[src/rtl/wb_regfile_flags_if.sv]
// Bus bundle for wb_regfile_flags.
// Master (MEM/WB + decode side) drives the two write ports, the per-flag values
// and enables, and the four read addresses. Slave (the register file) returns
// the four read-data words, the NZCV flags and the writeback event counter.
interface wb_regfile_flags_if #(
  parameter int DATA_W = 32,
  parameter int CNT_W  = 16
) ();
  // Write ports; inst2 is the younger instruction.
  logic              P4_regWrite1;
  logic [2:0]        DestReg1;
  logic [DATA_W-1:0] WriteData1;
  logic              P4_regWrite2;
  logic [2:0]        DestReg2;
  logic [DATA_W-1:0] WriteData2;

  // Flag values and per-flag update enables.
  logic inst1NFlagVal, inst1ZFlagVal, inst1CFlagVal, inst1VFlagVal;
  logic inst1NFlagVal_signal, inst1ZFlagVal_signal, inst1CFlagVal_signal, inst1VFlagVal_signal;
  logic inst2NFlagVal, inst2ZFlagVal, inst2CFlagVal, inst2VFlagVal;
  logic inst2NFlagVal_signal, inst2ZFlagVal_signal, inst2CFlagVal_signal, inst2VFlagVal_signal;

  // Read ports.
  logic [2:0]        rs1a, rs1b, rs2a, rs2b;
  logic [DATA_W-1:0] rd1a, rd1b, rd2a, rd2b;

  // Architectural state outputs.
  logic             NFlag, ZFlag, CFlag, VFlag;
  logic [CNT_W-1:0] wb_count;

  modport master (
    output P4_regWrite1, DestReg1, WriteData1, P4_regWrite2, DestReg2, WriteData2,
    output inst1NFlagVal, inst1ZFlagVal, inst1CFlagVal, inst1VFlagVal,
    output inst1NFlagVal_signal, inst1ZFlagVal_signal, inst1CFlagVal_signal,
    output inst1VFlagVal_signal,
    output inst2NFlagVal, inst2ZFlagVal, inst2CFlagVal, inst2VFlagVal,
    output inst2NFlagVal_signal, inst2ZFlagVal_signal, inst2CFlagVal_signal,
    output inst2VFlagVal_signal,
    output rs1a, rs1b, rs2a, rs2b,
    input  rd1a, rd1b, rd2a, rd2b,
    input  NFlag, ZFlag, CFlag, VFlag, wb_count
  );

  modport slave (
    input  P4_regWrite1, DestReg1, WriteData1, P4_regWrite2, DestReg2, WriteData2,
    input  inst1NFlagVal, inst1ZFlagVal, inst1CFlagVal, inst1VFlagVal,
    input  inst1NFlagVal_signal, inst1ZFlagVal_signal, inst1CFlagVal_signal,
    input  inst1VFlagVal_signal,
    input  inst2NFlagVal, inst2ZFlagVal, inst2CFlagVal, inst2VFlagVal,
    input  inst2NFlagVal_signal, inst2ZFlagVal_signal, inst2CFlagVal_signal,
    input  inst2VFlagVal_signal,
    input  rs1a, rs1b, rs2a, rs2b,
    output rd1a, rd1b, rd2a, rd2b,
    output NFlag, ZFlag, CFlag, VFlag, wb_count
  );
endinterface

[src/rtl/wb_regfile_flags.sv]
// Writeback stage of the dual-issue pipeline: 8 x DATA_W register file with two
// write ports and four read ports, NZCV flag register and a saturating count of
// committed register writes. Inst2 (younger) wins every conflict.
//
// Ports:
//   clk   - pipeline clock, all state on rising edge
//   reset - asynchronous, active-low; clears registers, flags and counter
//   bus   - wb_regfile_flags_if.slave: write ports, flag values/enables,
//           read addresses in; read data, NZCV and wb_count out
//
// Build option: define WB_BYPASS_EN to make same-cycle writes visible on the
// read ports (inst2 match over inst1 match over array). Flags are never bypassed.
module wb_regfile_flags #(
  parameter int DATA_W = 32,
  parameter int CNT_W  = 16
) (
  input logic               clk,
  input logic               reset,
  wb_regfile_flags_if.slave bus
);

  localparam logic [CNT_W:0] CntMax = {1'b0, {CNT_W{1'b1}}};

  logic [DATA_W-1:0] regsQ [8];
  logic [3:0]        flagsQ, flagsD;
  logic [3:0]        val1, sig1, val2, sig2;
  logic [CNT_W-1:0]  cntQ, cntD;
  logic [CNT_W:0]    cntSum;
  logic [1:0]        nWrites;

  logic              we1, we2;
  logic [2:0]        dest1, dest2;
  logic [DATA_W-1:0] wdata1, wdata2;

  logic [2:0]        rAddr [4];
  logic [DATA_W-1:0] rData [4];

  assign we1    = bus.P4_regWrite1;
  assign we2    = bus.P4_regWrite2;
  assign dest1  = bus.DestReg1;
  assign dest2  = bus.DestReg2;
  assign wdata1 = bus.WriteData1;
  assign wdata2 = bus.WriteData2;

  // Flag vectors ordered {N, Z, C, V}.
  assign val1 = {bus.inst1NFlagVal, bus.inst1ZFlagVal, bus.inst1CFlagVal, bus.inst1VFlagVal};
  assign sig1 = {bus.inst1NFlagVal_signal, bus.inst1ZFlagVal_signal,
                 bus.inst1CFlagVal_signal, bus.inst1VFlagVal_signal};
  assign val2 = {bus.inst2NFlagVal, bus.inst2ZFlagVal, bus.inst2CFlagVal, bus.inst2VFlagVal};
  assign sig2 = {bus.inst2NFlagVal_signal, bus.inst2ZFlagVal_signal,
                 bus.inst2CFlagVal_signal, bus.inst2VFlagVal_signal};

  always_comb begin
    flagsD = flagsQ;
    for (int f = 0; f < 4; f++) begin
      if (sig2[f]) begin
        flagsD[f] = val2[f];
      end else if (sig1[f]) begin
        flagsD[f] = val1[f];
      end
    end
  end

  // A same-destination collision still counts as two committed writes.
  always_comb begin
    nWrites = {1'b0, we1} + {1'b0, we2};
    cntSum  = {1'b0, cntQ} + {{(CNT_W - 1){1'b0}}, nWrites};
    cntD    = (cntSum > CntMax) ? CntMax[CNT_W-1:0] : cntSum[CNT_W-1:0];
  end

  // Port 2 is written last so it overrides port 1 on a shared destination.
  always_ff @(posedge clk or negedge reset) begin
    if (!reset) begin
      for (int i = 0; i < 8; i++) begin
        regsQ[i] <= '0;
      end
    end else begin
      if (we1) begin
        regsQ[dest1] <= wdata1;
      end
      if (we2) begin
        regsQ[dest2] <= wdata2;
      end
    end
  end

  always_ff @(posedge clk or negedge reset) begin
    if (!reset) begin
      flagsQ <= '0;
      cntQ   <= '0;
    end else begin
      flagsQ <= flagsD;
      cntQ   <= cntD;
    end
  end

  assign rAddr[0] = bus.rs1a;
  assign rAddr[1] = bus.rs1b;
  assign rAddr[2] = bus.rs2a;
  assign rAddr[3] = bus.rs2b;

  always_comb begin
    for (int p = 0; p < 4; p++) begin
      rData[p] = regsQ[rAddr[p]];
`ifdef WB_BYPASS_EN
      if (we2 && (dest2 == rAddr[p])) begin
        rData[p] = wdata2;
      end else if (we1 && (dest1 == rAddr[p])) begin
        rData[p] = wdata1;
      end
`endif
    end
  end

  assign bus.rd1a = rData[0];
  assign bus.rd1b = rData[1];
  assign bus.rd2a = rData[2];
  assign bus.rd2b = rData[3];

  assign bus.NFlag    = flagsQ[3];
  assign bus.ZFlag    = flagsQ[2];
  assign bus.CFlag    = flagsQ[1];
  assign bus.VFlag    = flagsQ[0];
  assign bus.wb_count = cntQ;

endmodule

[src/flat_wrapper.sv]
// flat-port wrapper written by rule: the top's interface ports become plain ports
module wb_regfile_flags_flat 
#(
  parameter int DATA_W = 32,
  parameter int CNT_W  = 16
)
  (clk, reset, bus_P4_regWrite1, bus_DestReg1, bus_WriteData1, bus_P4_regWrite2, bus_DestReg2, bus_WriteData2, bus_inst1NFlagVal, bus_inst1ZFlagVal, bus_inst1CFlagVal, bus_inst1VFlagVal, bus_inst1NFlagVal_signal, bus_inst1ZFlagVal_signal, bus_inst1CFlagVal_signal, bus_inst1VFlagVal_signal, bus_inst2NFlagVal, bus_inst2ZFlagVal, bus_inst2CFlagVal, bus_inst2VFlagVal, bus_inst2NFlagVal_signal, bus_inst2ZFlagVal_signal, bus_inst2CFlagVal_signal, bus_inst2VFlagVal_signal, bus_rs1a, bus_rs1b, bus_rs2a, bus_rs2b, bus_rd1a, bus_rd1b, bus_rd2a, bus_rd2b, bus_NFlag, bus_ZFlag, bus_CFlag, bus_VFlag, bus_wb_count);
  wb_regfile_flags_if #(.DATA_W(DATA_W), .CNT_W(CNT_W)) bus_i ();
  input logic clk;
  input logic reset;
  input wire logic [$bits(bus_i.P4_regWrite1)-1:0] bus_P4_regWrite1;
  input wire logic [$bits(bus_i.DestReg1)-1:0] bus_DestReg1;
  input wire logic [$bits(bus_i.WriteData1)-1:0] bus_WriteData1;
  input wire logic [$bits(bus_i.P4_regWrite2)-1:0] bus_P4_regWrite2;
  input wire logic [$bits(bus_i.DestReg2)-1:0] bus_DestReg2;
  input wire logic [$bits(bus_i.WriteData2)-1:0] bus_WriteData2;
  input wire logic [$bits(bus_i.inst1NFlagVal)-1:0] bus_inst1NFlagVal;
  input wire logic [$bits(bus_i.inst1ZFlagVal)-1:0] bus_inst1ZFlagVal;
  input wire logic [$bits(bus_i.inst1CFlagVal)-1:0] bus_inst1CFlagVal;
  input wire logic [$bits(bus_i.inst1VFlagVal)-1:0] bus_inst1VFlagVal;
  input wire logic [$bits(bus_i.inst1NFlagVal_signal)-1:0] bus_inst1NFlagVal_signal;
  input wire logic [$bits(bus_i.inst1ZFlagVal_signal)-1:0] bus_inst1ZFlagVal_signal;
  input wire logic [$bits(bus_i.inst1CFlagVal_signal)-1:0] bus_inst1CFlagVal_signal;
  input wire logic [$bits(bus_i.inst1VFlagVal_signal)-1:0] bus_inst1VFlagVal_signal;
  input wire logic [$bits(bus_i.inst2NFlagVal)-1:0] bus_inst2NFlagVal;
  input wire logic [$bits(bus_i.inst2ZFlagVal)-1:0] bus_inst2ZFlagVal;
  input wire logic [$bits(bus_i.inst2CFlagVal)-1:0] bus_inst2CFlagVal;
  input wire logic [$bits(bus_i.inst2VFlagVal)-1:0] bus_inst2VFlagVal;
  input wire logic [$bits(bus_i.inst2NFlagVal_signal)-1:0] bus_inst2NFlagVal_signal;
  input wire logic [$bits(bus_i.inst2ZFlagVal_signal)-1:0] bus_inst2ZFlagVal_signal;
  input wire logic [$bits(bus_i.inst2CFlagVal_signal)-1:0] bus_inst2CFlagVal_signal;
  input wire logic [$bits(bus_i.inst2VFlagVal_signal)-1:0] bus_inst2VFlagVal_signal;
  input wire logic [$bits(bus_i.rs1a)-1:0] bus_rs1a;
  input wire logic [$bits(bus_i.rs1b)-1:0] bus_rs1b;
  input wire logic [$bits(bus_i.rs2a)-1:0] bus_rs2a;
  input wire logic [$bits(bus_i.rs2b)-1:0] bus_rs2b;
  output wire logic [$bits(bus_i.rd1a)-1:0] bus_rd1a;
  output wire logic [$bits(bus_i.rd1b)-1:0] bus_rd1b;
  output wire logic [$bits(bus_i.rd2a)-1:0] bus_rd2a;
  output wire logic [$bits(bus_i.rd2b)-1:0] bus_rd2b;
  output wire logic [$bits(bus_i.NFlag)-1:0] bus_NFlag;
  output wire logic [$bits(bus_i.ZFlag)-1:0] bus_ZFlag;
  output wire logic [$bits(bus_i.CFlag)-1:0] bus_CFlag;
  output wire logic [$bits(bus_i.VFlag)-1:0] bus_VFlag;
  output wire logic [$bits(bus_i.wb_count)-1:0] bus_wb_count;
  assign bus_i.P4_regWrite1 = bus_P4_regWrite1;
  assign bus_i.DestReg1 = bus_DestReg1;
  assign bus_i.WriteData1 = bus_WriteData1;
  assign bus_i.P4_regWrite2 = bus_P4_regWrite2;
  assign bus_i.DestReg2 = bus_DestReg2;
  assign bus_i.WriteData2 = bus_WriteData2;
  assign bus_i.inst1NFlagVal = bus_inst1NFlagVal;
  assign bus_i.inst1ZFlagVal = bus_inst1ZFlagVal;
  assign bus_i.inst1CFlagVal = bus_inst1CFlagVal;
  assign bus_i.inst1VFlagVal = bus_inst1VFlagVal;
  assign bus_i.inst1NFlagVal_signal = bus_inst1NFlagVal_signal;
  assign bus_i.inst1ZFlagVal_signal = bus_inst1ZFlagVal_signal;
  assign bus_i.inst1CFlagVal_signal = bus_inst1CFlagVal_signal;
  assign bus_i.inst1VFlagVal_signal = bus_inst1VFlagVal_signal;
  assign bus_i.inst2NFlagVal = bus_inst2NFlagVal;
  assign bus_i.inst2ZFlagVal = bus_inst2ZFlagVal;
  assign bus_i.inst2CFlagVal = bus_inst2CFlagVal;
  assign bus_i.inst2VFlagVal = bus_inst2VFlagVal;
  assign bus_i.inst2NFlagVal_signal = bus_inst2NFlagVal_signal;
  assign bus_i.inst2ZFlagVal_signal = bus_inst2ZFlagVal_signal;
  assign bus_i.inst2CFlagVal_signal = bus_inst2CFlagVal_signal;
  assign bus_i.inst2VFlagVal_signal = bus_inst2VFlagVal_signal;
  assign bus_i.rs1a = bus_rs1a;
  assign bus_i.rs1b = bus_rs1b;
  assign bus_i.rs2a = bus_rs2a;
  assign bus_i.rs2b = bus_rs2b;
  assign bus_rd1a = bus_i.rd1a;
  assign bus_rd1b = bus_i.rd1b;
  assign bus_rd2a = bus_i.rd2a;
  assign bus_rd2b = bus_i.rd2b;
  assign bus_NFlag = bus_i.NFlag;
  assign bus_ZFlag = bus_i.ZFlag;
  assign bus_CFlag = bus_i.CFlag;
  assign bus_VFlag = bus_i.VFlag;
  assign bus_wb_count = bus_i.wb_count;
  wb_regfile_flags #(.DATA_W(DATA_W), .CNT_W(CNT_W)) u_core (.clk(clk), .reset(reset), .bus(bus_i));
endmodule
[config.mk]
export PLATFORM = sky130hd
export DESIGN_NAME = wb_regfile_flags_flat
export DESIGN_NICKNAME = d
export VERILOG_FILES = /design/src/rtl/wb_regfile_flags_if.sv /design/src/rtl/wb_regfile_flags.sv /design/src/flat_wrapper.sv
export SDC_FILE = /design/constraint.sdc
export NUM_CORES = 1
export LEC_CHECK = 0
export CORE_ASPECT_RATIO = 0.7
export CORE_MARGIN = 5
export CORE_UTILIZATION = 40
export DETAILED_ROUTE_END_ITERATION = 6
export PLACE_DENSITY = 0.69
export SYNTH_ARGS = -nofsm -noshare
export SYNTH_HDL_FRONTEND = slang
export SYNTH_SLANG_ARGS = --single-unit
[constraint.sdc]
create_clock -name clk -period 3.04 [get_ports clk]
set_input_delay 0.912 -clock clk [delete_from_list [all_inputs] [get_ports clk]]
set_output_delay 0.912 -clock clk [all_outputs]
set_load 0.05 [all_outputs]
==> impl_metrics.yaml <==
finish:
  fillers: 4166
  syn2layout_area_growth_pct: 30.70
  drive_above_1_share_pct: 36.18
  layout.nets: 2028
  stdcell_area_mm2: 0.02695
  antenna_cells: 0
status:
  violations: "negative setup slack"
  status: "finished, violations left"
critical_path:
  critical_path_required_ns: 2.13
  worst-setup-path-type: "in2out"
  cp_max_fo: 8
  cp.arrival_ns: 2.27
  startpoint_type: "primary input"
  endpoint_kind: "output port"
routing:
  drt_wl_total_mm: 76.32
  drtAntennaViolNets: 0
  vias_per_cell: 6.387
  route.vias.total: 16720
  drtIter0Drc: 2260
  drc: 0
  dr.pass1.iters: 5
  wl_per_cell_um: 29.16
timing:
  worstMarginPinSlew_ns: 0.5404
  rsz0062_at_grt: "true"
  fin_crit_ns: 3.179
  finalSetupViolations: 127
  drv_slew: 0
  timing.final.crit_share_pct: 104.6
  hold_viol: 0
  slew_headroom_pct: 63.86
  skew_ns: 0.001625
  whs_ns: 0.2355
  fin_ws_ns: -0.1389
  clock.fmax_mhz: 314.6
synth:
  synth_simple_gate_area_share_pct: 6.937
  ys_ff_latch: 276
  synth_adder_area_share_pct: 0.2185
  synthTopCellsByArea: "dfrtp_1 33%, mux4_2 28%, mux2i_1 13%, mux2_2 7.0%, a21oi_1 3.1%"
  yosys.area.top_type: "dfrtp_1"
  synth_top_family_by_area: "multiplexers"
  synth-compound-area-share_pct: 6.415
  synthCells: 1744
  yosysTopAreaCellShare_pct: 33.50
  synth_nets: 1849
  synth_cell_types: 40
  ys_warn_count: 0
  synth-seq-area-share_pct: 33.50
  synth-xor-area-share_pct: 0.3823
  synthMuxAreaShare_pct: 47.69
  synth.avg_cell_area_um2: 11.82
  netlist_area_mm2: 0.02062
power:
  clockPowerShare_pct: 20.9
  leakagePower_nw: 11.34
  seq_power_share_pct: 31.9
  power_frac_comb_pct: 47.2
  ir_worst_vdd_mv: 0.5606
  p_sw_mw: 6.997
  p_per_area_mw_per_mm2: 654.8
  sw_frac_of_total_pct: 39.65
  internal-power_mw: 10.65
floorplanning:
  die-height_um: 200.0
  initial_core_util_pct: 40.55
  placeableCoreArea_mm2: 0.05085
  design.die.area_mm2: 0.05626
  die_w_um: 281.4
  num_rows: 69
  io_pins: 250
clock_tree:
  cts.sinks: 276
  cts_buffers: 31
  clockRootBuffer: "clkbuf_16"
  holdBufCountCts: 0
  htree_levels: 1
  cts_buffer_depth: 3
  cts.clk_slew.worst_paths_ns: 0.06
  clkLatencyLatePin_ns: 0.58
  cts_tree: "built"
min_path:
  hold_path.class: "in2async"
placement:
  placed_area_mm2: 0.02437
  routabilityCongestion: 0.8175
  port_buffers: 249
  dp_hpwl_mm: 46.20
global_routing:
  grt_pass1_vias: 16650
  grt_overflow: 0
  track_usage_pct: 26.39
  grt_pass1_wl_mm: 111.1
  antenna_found_initial: 3
  grt_start_max_net_pins: 71
flow_run:
  drv_cap: 0
==> cell usage after synthesis, drive strengths merged <==
master    n
or2b      2
nand2b    2
ha        2
clkbuf  129
xor2      5
a21oi   129
nand2   145
mux2i   260
or4       1
dfrtp   276
and4      1
nand4     9
nor2b     1
nor4      1
nor2    131
or3       1
mux4    256
mux2    130
buf      91
nor3b     4
xnor2     4
nand3    12
nor3      6
fa        1
and3      4
o21ai   134
a31oi     1
nand4b    6
==> registers in the layout, indices dropped and copies added (netlist names) <==
name / count
u_core.regsQ: 256
u_core.bus.wb_count: 16
u_core.flagsQ: 4
==> stage by stage <==
| step | power (mW) | instances | utilization (%) | setup TNS [ns] | worst slack (ns) |
|---|---|---|---|---|---|
| 6_report | 17.64 | 2617 | 52.99 | -8.535 | -0.1389 |
| 4_1_cts | 17.55 | 2612 | 52.68 | -7.656 | -0.1213 |
| 2_1_floorplan | 10.97 | 1744 | - | 0 | 0.01522 |
| 3_5_place_dp | 13.24 | 2530 | 47.92 | -30.59 | -0.3009 |
| 3_3_place_gp | 13.00 | 2530 | 47.92 | -29.32 | -0.2751 |
| 5_1_grt | 18.36 | 2617 | 52.99 | -11.23 | -0.1430 |
==> placed cells by master (no fill, tap or decap), types with 2 or more instances in the layout <==
cell	count
nor2_1	131
clkbuf_1	5
and3_1	3
mux2_1	2
clkbuf_16	36
clkinvlp_4	4
buf_12	53
nor3_1	2
o21ai_0	109
xnor2_1	4
xor2_1	5
nor3b_4	2
clkinv_2	7
clkbuf_8	5
mux2i_1	260
a21oi_1	129
mux2_4	128
buf_8	16
nor3_4	4
buf_16	34
nand2_1	145
nor3b_2	2
nand3_1	12
nand4b_1	6
buf_4	28
nand4_1	8
clkdlybuf4s50_1	108
o21ai_1	25
or2b_1	2
dfrtp_1	276
mux4_2	256
ha_1	2
buf_6	122
==> final timing paths <==
check                                            startpoint                                 to  slack (ns)  cells after the start
max                                             bus_rs1b[0]                       bus_rd1b[29]       -0.14                      5
min                                                   reset        u_core.regsQ[136]$_DFF_PN0_        0.24                      1
max reg2reg                u_core.bus.wb_count[0]$_DFF_PN0_  u_core.bus.wb_count[14]$_DFF_PN0_        1.03                      6
min reg2reg                    u_core.flagsQ[3]$_DFFE_PN0P_       u_core.flagsQ[3]$_DFFE_PN0P_        0.57                      2
max in group asynchronous                             reset   u_core.bus.wb_count[8]$_DFF_PN0_        1.99                      2
min in group clk               u_core.flagsQ[3]$_DFFE_PN0P_       u_core.flagsQ[3]$_DFFE_PN0P_        0.57                      2
==> routing by layer <==
layer / share of wire (%) / GRT usage (%)
met5: 0.13 / 0.9098
met1: 39 / 35.63
met2: 45 / 40.91
met3: 13 / 9.208
met4: 3.1 / 7.540
==> worst max-delay path, cell delays in order <==
cell	delay, ns
buf_16	0.17
clkbuf_16	0.20
mux4_2	0.50
mux2_4	0.30
buf_6	0.16
==> kinds of logic after synthesis <==
logic type	count (synthesis)
muxes	646
and+or+nand+nor	326
DFF	276
AOI/OAI and AO/OA	264
buffers and inverters	220
xor gates and xnor gates	9
adders and majority gates	3
==> what timing repair did <==
item                                    4_1_cts  5_1_grt
endpoints found under the setup margin      128      128
setup buffers                                 4        1
gates resized for setup                     207       13
gates cloned                                 25        5
==> power groups by stage <==
stage	combinational [mW]	clock, mW	sequential (mW)
CTS	8.26	3.72	5.56
finish	8.32	3.69	5.63
global placement	7.49	0	5.50
global route	8.72	3.89	5.74
detailed placement	7.63	0	5.61
floorplan	5.55	0	5.42
==> area by class of cell <==
class                           instances  area (um2)  area share, %
Clock buffer                           41       863.3          3.204
Clock inverter                         12       95.09         0.3529
Multi-Input combinational cell       1248       13210          49.03
Sequential cell                       276        6907          25.63
Tap cell                              674       843.3          3.129
Timing Repair Buffer                  366        5027          18.66
No activity file was read; power rests on OpenSTA's default activity.
